<file path="src/rtl/inst_pipe_regs_pkg.sv">
`default_nettype none
// +----------------------------------------------------------------------------+
// | Module : inst_pipe_regs_pkg                                                |
// | Brief  : Shared width, clear value and instruction field layout.           |
// | Rev    : 1.0                                                               |
// +----------------------------------------------------------------------------+
package inst_pipe_regs_pkg;

    localparam int c_width = 32;
    localparam logic [c_width-1:0] c_clr_val = '0;

    localparam int c_opcode_msb   = 31;
    localparam int c_opcode_lsb   = 27;
    localparam int c_iorreg_bit   = 26;
    localparam int c_rd_msb       = 25;
    localparam int c_rd_lsb       = 22;
    localparam int c_rs1_msb      = 21;
    localparam int c_rs1_lsb      = 18;
    localparam int c_rs2_msb      = 17;
    localparam int c_rs2_lsb      = 14;
    localparam int c_modifier_msb = 17;
    localparam int c_modifier_lsb = 16;
    localparam int c_imm_msb      = 15;
    localparam int c_imm_lsb      = 0;

    // rs2, modifier and imm overlap, so fields are unpacked by a function
    typedef struct packed {
        logic [4:0]  opcode;
        logic        iOrReg;
        logic [3:0]  rd;
        logic [3:0]  rs1;
        logic [3:0]  rs2;
        logic [1:0]  modifier;
        logic [15:0] imm;
    } inst_fields_t;

    function automatic inst_fields_t get_fields(input logic [c_width-1:0] inst);
        inst_fields_t f;
        f.opcode   = inst[c_opcode_msb:c_opcode_lsb];
        f.iOrReg   = inst[c_iorreg_bit];
        f.rd       = inst[c_rd_msb:c_rd_lsb];
        f.rs1      = inst[c_rs1_msb:c_rs1_lsb];
        f.rs2      = inst[c_rs2_msb:c_rs2_lsb];
        f.modifier = inst[c_modifier_msb:c_modifier_lsb];
        f.imm      = inst[c_imm_msb:c_imm_lsb];
        return f;
    endfunction

endpackage
`default_nettype wire

</file>
<file path="src/rtl/inst_pipe_regs_ld_clr_reg.sv">
`default_nettype none
// +----------------------------------------------------------------------------+
// | Module : ld_clr_reg                                                        |
// | Brief  : Register with synchronous clear and load enable (clr > ld > hold).|
// | Rev    : 1.0                                                               |
// +----------------------------------------------------------------------------+
module ld_clr_reg
    import inst_pipe_regs_pkg::*;
#(
    parameter int               WIDTH   = c_width,
    parameter logic [WIDTH-1:0] CLR_VAL = '0
) (
    input  logic             clk,
    input  logic             clr,
    input  logic             ld,
    input  logic [WIDTH-1:0] d,
    output logic [WIDTH-1:0] q
);

    always_ff @(posedge clk) begin
        if (clr) begin
            q <= CLR_VAL;
        end else if (ld) begin
            q <= d;
        end
    end

endmodule
`default_nettype wire

</file>
<file path="src/rtl/inst_pipe_regs.sv">
`default_nettype none
// +----------------------------------------------------------------------------+
// | Module : inst_pipe_regs                                                    |
// | Brief  : Fetch and decode instruction holding registers with valid flags.  |
// | Rev    : 1.0                                                               |
// +----------------------------------------------------------------------------+
module inst_pipe_regs
    import inst_pipe_regs_pkg::*;
#(
    parameter int               WIDTH   = c_width,
    parameter logic [WIDTH-1:0] CLR_VAL = WIDTH'(c_clr_val)
) (
    input  logic             clk,
    input  logic             clr,
    input  logic             ldInst,
    input  logic             clrInst,
    input  logic             ldDecodeInst,
    input  logic             clrDecodeInst,
    input  logic [WIDTH-1:0] readInst,
    output logic [WIDTH-1:0] fetchInst,
    output logic             fetchValid,
    output logic [WIDTH-1:0] decodeInst,
    output logic             decodeValid
);

    logic w_fetch_clr;
    logic w_decode_clr;

    // Global reset folds into each stage's flush so clr always wins
    assign w_fetch_clr  = clr | clrInst;
    assign w_decode_clr = clr | clrDecodeInst;

    ld_clr_reg #(.WIDTH(WIDTH), .CLR_VAL(CLR_VAL)) u_fetch_data (
        .clk (clk),
        .clr (w_fetch_clr),
        .ld  (ldInst),
        .d   (readInst),
        .q   (fetchInst)
    );

    ld_clr_reg #(.WIDTH(1), .CLR_VAL(1'b0)) u_fetch_valid (
        .clk (clk),
        .clr (w_fetch_clr),
        .ld  (ldInst),
        .d   (1'b1),
        .q   (fetchValid)
    );

    ld_clr_reg #(.WIDTH(WIDTH), .CLR_VAL(CLR_VAL)) u_decode_data (
        .clk (clk),
        .clr (w_decode_clr),
        .ld  (ldDecodeInst),
        .d   (fetchInst),
        .q   (decodeInst)
    );

    ld_clr_reg #(.WIDTH(1), .CLR_VAL(1'b0)) u_decode_valid (
        .clk (clk),
        .clr (w_decode_clr),
        .ld  (ldDecodeInst),
        .d   (fetchValid),
        .q   (decodeValid)
    );

endmodule
`default_nettype wire

</file>
<file path="config.mk">
export PLATFORM = sky130hd
export DESIGN_NAME = inst_pipe_regs
export DESIGN_NICKNAME = d
export VERILOG_FILES = /design/src/rtl/inst_pipe_regs_pkg.sv /design/src/rtl/inst_pipe_regs_ld_clr_reg.sv /design/src/rtl/inst_pipe_regs.sv
export SDC_FILE = /design/constraint.sdc
export NUM_CORES = 1
export LEC_CHECK = 0
export CAP_MARGIN = 20
export CORE_MARGIN = 3
export CORE_UTILIZATION = 30
export CTS_BUF_LIST = sky130_fd_sc_hd__clkbuf_16
export CTS_CLUSTER_SIZE = 8
export DETAILED_ROUTE_END_ITERATION = 8
export MAX_ROUTING_LAYER = met4
export SLEW_MARGIN = 25
export SYNTH_ARGS = -nofsm -noshare
export SYNTH_HDL_FRONTEND = slang
export SYNTH_SLANG_ARGS = --single-unit
</file>
<file path="constraint.sdc">
create_clock -name clk -period 0.8 [get_ports clk]
set_clock_uncertainty 0.05 [all_clocks]
set_input_delay 0.12 -clock clk [delete_from_list [all_inputs] [get_ports clk]]
set_output_delay 0.12 -clock clk [all_outputs]
set_load 0.01 [all_outputs]
</file>
# Yosys cells after proc, flatten, opt, wreduce, memory -nomap -nowiden
# Cells that the tools add are included.
[totals] regBits=66 latchBits=0 ramBits=0 mem_bits_ro=0 out_inout_bits=66 elab_cells=6 memories=0
[classes] add_sub_neg=0 multipliers=0 n_div=0 order_cmp=0 eq_ne=0 shifts=0 n_mux=0 bitwise_logic=2 reduce_logical=0
[ops] operator="$or A1 B1 Y1" count=2

# Logic depth before layout (Yosys ltp)
[logic_depth] ltp_word=1 ltp_mapped=4 depth_no_buf=2

# Modules after synthesis
# Synthesis repeated with hierarchy kept, for this count alone.
[unflattened] hier_cells=215 area_unflattened_um2=2411.1
[by_module_without_submodules] module="ld_clr_reg (u_decode_data ...)" instances=2 cells_each=103 area_each_um2=1163.6
[by_module_without_submodules] module="ld_clr_reg (u_decode_valid ...)" instances=2 cells_each=3 area_each_um2=33.8
[by_module_without_submodules] module="inst_pipe_regs" instances=1 cells_each=3 area_each_um2=16.3

# Worst setup path after synthesis
# OpenSTA, ideal clock, no wires.
[synth_path] path_type="input -> register" start="input ldDecodeInst" end="register u_decode_data.q[5]" t_arrival_ps=662 t_required_ps=635 setup_slack_ps=-27 cell_stages=4 n_path_buf=2 cell_sequence="buf_4 -> buf_6 -> mux2i_1 -> nor2_2"
[synth_rtl] element="start, declared" line="inst_pipe_regs.sv:17" text="input logic ldDecodeInst,"
[synth_rtl] element="end signal, assigned" line="inst_pipe_regs_ld_clr_reg.sv:22" text="q <= CLR_VAL;"
[synth_rtl] element="end signal, assigned" line="inst_pipe_regs_ld_clr_reg.sv:24" text="q <= d;"
[synth_rtl] element="end, declared" line="inst_pipe_regs_ld_clr_reg.sv:17" text="output logic [WIDTH-1:0] q"

# Worst setup path after layout
[layout_path] start="register u_fetch_data.q[24]" end="output fetchInst[24]"
[layout_rtl] element="start, declared" line="inst_pipe_regs_ld_clr_reg.sv:17"
[layout_rtl] element="start signal, assigned" line="inst_pipe_regs_ld_clr_reg.sv:22"
[layout_rtl] element="start signal, assigned" line="inst_pipe_regs_ld_clr_reg.sv:24"
[layout_rtl] element="end, declared" line="inst_pipe_regs.sv:20" text="output logic [WIDTH-1:0] fetchInst,"
# No word-level cell between the ends.

==> metrics <==
DRC errors left 0; Tmin final 0.941 ns; Distinct cells, synth 8; WP buf/inv 1; Die Ht 95.7 um; RSZ-0062 raised after global routing yes; core area 7770 um2; Max-cap violations 0; total wire length 6.73 mm; status finished, violations left; Nets 399; Worst Setup End Kind primary output; Initial DRT Pass Iterations 4; syn avg cell area 11.2 um2; initial DRC count 18; critical path's slowest cell dfxtp_2; GRT overflow 0; worst skew pair latency 0.32 ns; Std-Cell Rows 32; Root Buffer clkbuf_16; remaining antenna violation count 0; Pwr Total 7.77 mW; CP Launch Type flop; top-level I/O count 104; FF+latch count, synth 66; Core Util, Final 58.3%; HPWL reported at the end of detailed placement 4.07 mm; Crit path arrival time 0.77 ns; Ys Warns 0; Synth Cell Area 2410 um2; HP Class input port to flop; worst slew pin tran 0.169 ns; Seq/Total Area, Yosys 54.7%; Slew Limit Fails 0; Wirelength per Cell 14.4 um; die area 9160 um2; IO Port Bufs 103; Via density 4.28; most frequent cells in the layout buf_6 (97), dfxtp_2 (66), mux2i_1 (60); ANT cells 0; clk sink count 66; DIE WIDTH 95.7 um; gr usage total 15.8%; vias in the first global route 2,096; P per Cell Area 1710 nW/um2; pre-CTS setup slack -0.442 ns; filler instances 679; endpoints failing setup 72; global-route wire length before repair 10.3 mm; most common cell after layout, fill and taps aside buf_6; failing checks setup timing; Critical Path RT 0.63 ns; Rel. slew slack 88.4%; slowest cell delay on critical path 0.35 ns; Top Family by Delay on Critical Path flip-flops; WS Path Type flop to primary output; Area growth syn-to-layout 87.8%; worst vdd ir 0.000911 V; initial antenna violation count 0; Clk pin slew, worst setup/hold paths 0.05 ns; Synth Instances 216; Lkg Pwr 2.04 nW; CTS tree done; share of cells above drive strength 1 57.4%; post-route worst setup slack -0.141 ns; Final Cycle Share 118%; largest net degree at the start of global routing 18; fmax 1060 MHz; CTS max path bufs 2; CP max FO 2; Fin. Hold Viols 0; gp weighted congestion 0.729; DR vias 2,005; cts bufs inserted 9; crit-path cells buf_6; htree depth 3; Initial Util 31.1%; Syn Nets 254
-- routing by layer --
| layer | vias to the layer above | track usage, % | routed length, um |
|---|---|---|---|
| li1 | 1015 | - | - |
| met1 | 912 | 19.2 | 3080 |
| met2 | 73 | 25.2 | 3180 |
| met3 | 5 | 4.22 | 415 |
| met4 | 0 | 6.04 | 48 |
| met5 | - | - | 0 |
-- through the flow --
stage	hold WS [ns]	instances	cell area [um2]	TNS [ns]
floorplan	0.217	216	2420	-0.713
global placement	0.422	435	3700	-41.13
detailed placement	0.428	435	3700	-42.60
CTS	0.222	469	4420	-8.93
global route	0.251	468	4530	-10.95
finish	0.222	468	4530	-8.31
-- where the power goes --
| group | switching, mW | leakage (nW) | internal [mW] |
|---|---|---|---|
| combinational | 0.378 | 1.33 | 0.647 |
| sequential | 0.0585 | 0.567 | 3.38 |
| clock | 1.28 | 0.140 | 2.03 |
| total | 1.72 | 2.04 | 6.05 |
-- final cells by class --
type                       instances  area [um2]  area share [%]
clock inverter                     7        30.0           0.663
timing repair buffer             150        1760            38.8
sequential                        66        1400            31.0
tap                              102         128            2.82
clock buffer                       9         225            4.97
multi-input combinational        134         987            21.8
-- Yosys cell counts --
| master | instances | share of area, % |
|---|---|---|
| nor2_2 | 2 | 0.52 |
| buf_6 | 8 | 3.7 |
| nor2_1 | 65 | 10 |
| buf_4 | 5 | 1.6 |
| buf_8 | 3 | 1.9 |
| mux2i_1 | 65 | 27 |
| or2_1 | 2 | 0.52 |
| dfxtp_1 | 66 | 55 |
-- cells by family (layout without fill, tap and decap cells) --
family	after synthesis	in the layout	share of synthesized area [%]
AND/OR/NAND/NOR	69	69	11.1
buffers and inverters	16	166	7.15
flip-flops	66	66	54.7
multiplexers	65	65	27.0
-- final timing paths --
check / depth (start not counted) / from / to / slack, ns
worst max-delay path: 1 / u_fetch_data.q[24]$_SDFFE_PP0P_ / fetchInst[24] / -0.14
worst min-delay path: 4 / ldInst / u_fetch_data.q[26]$_SDFFE_PP0P_ / 0.22
worst max register to register: 3 / u_fetch_data.q[14]$_SDFFE_PP0P_ / u_decode_data.q[14]$_SDFFE_PP0P_ / -0.02
worst min register to register: 2 / u_decode_data.q[19]$_SDFFE_PP0P_ / u_decode_data.q[19]$_SDFFE_PP0P_ / 0.44
-- registers in the layout, indices dropped and copies added, names as in the netlist --
register,flops
u_decode_data.q,32
u_fetch_data.q,32
u_decode_valid.q,1
u_fetch_valid.q,1
-- timing repair --
item / CTS / global route
gates cloned: 5 / 0
pin swaps: 5 / 27
setup buffers: 15 / 0
setup endpoints to repair: 132 / 121
gates resized for setup: 418 / 38
hold buffers: 0 / 0
No activity file was read; power rests on OpenSTA's default activity.
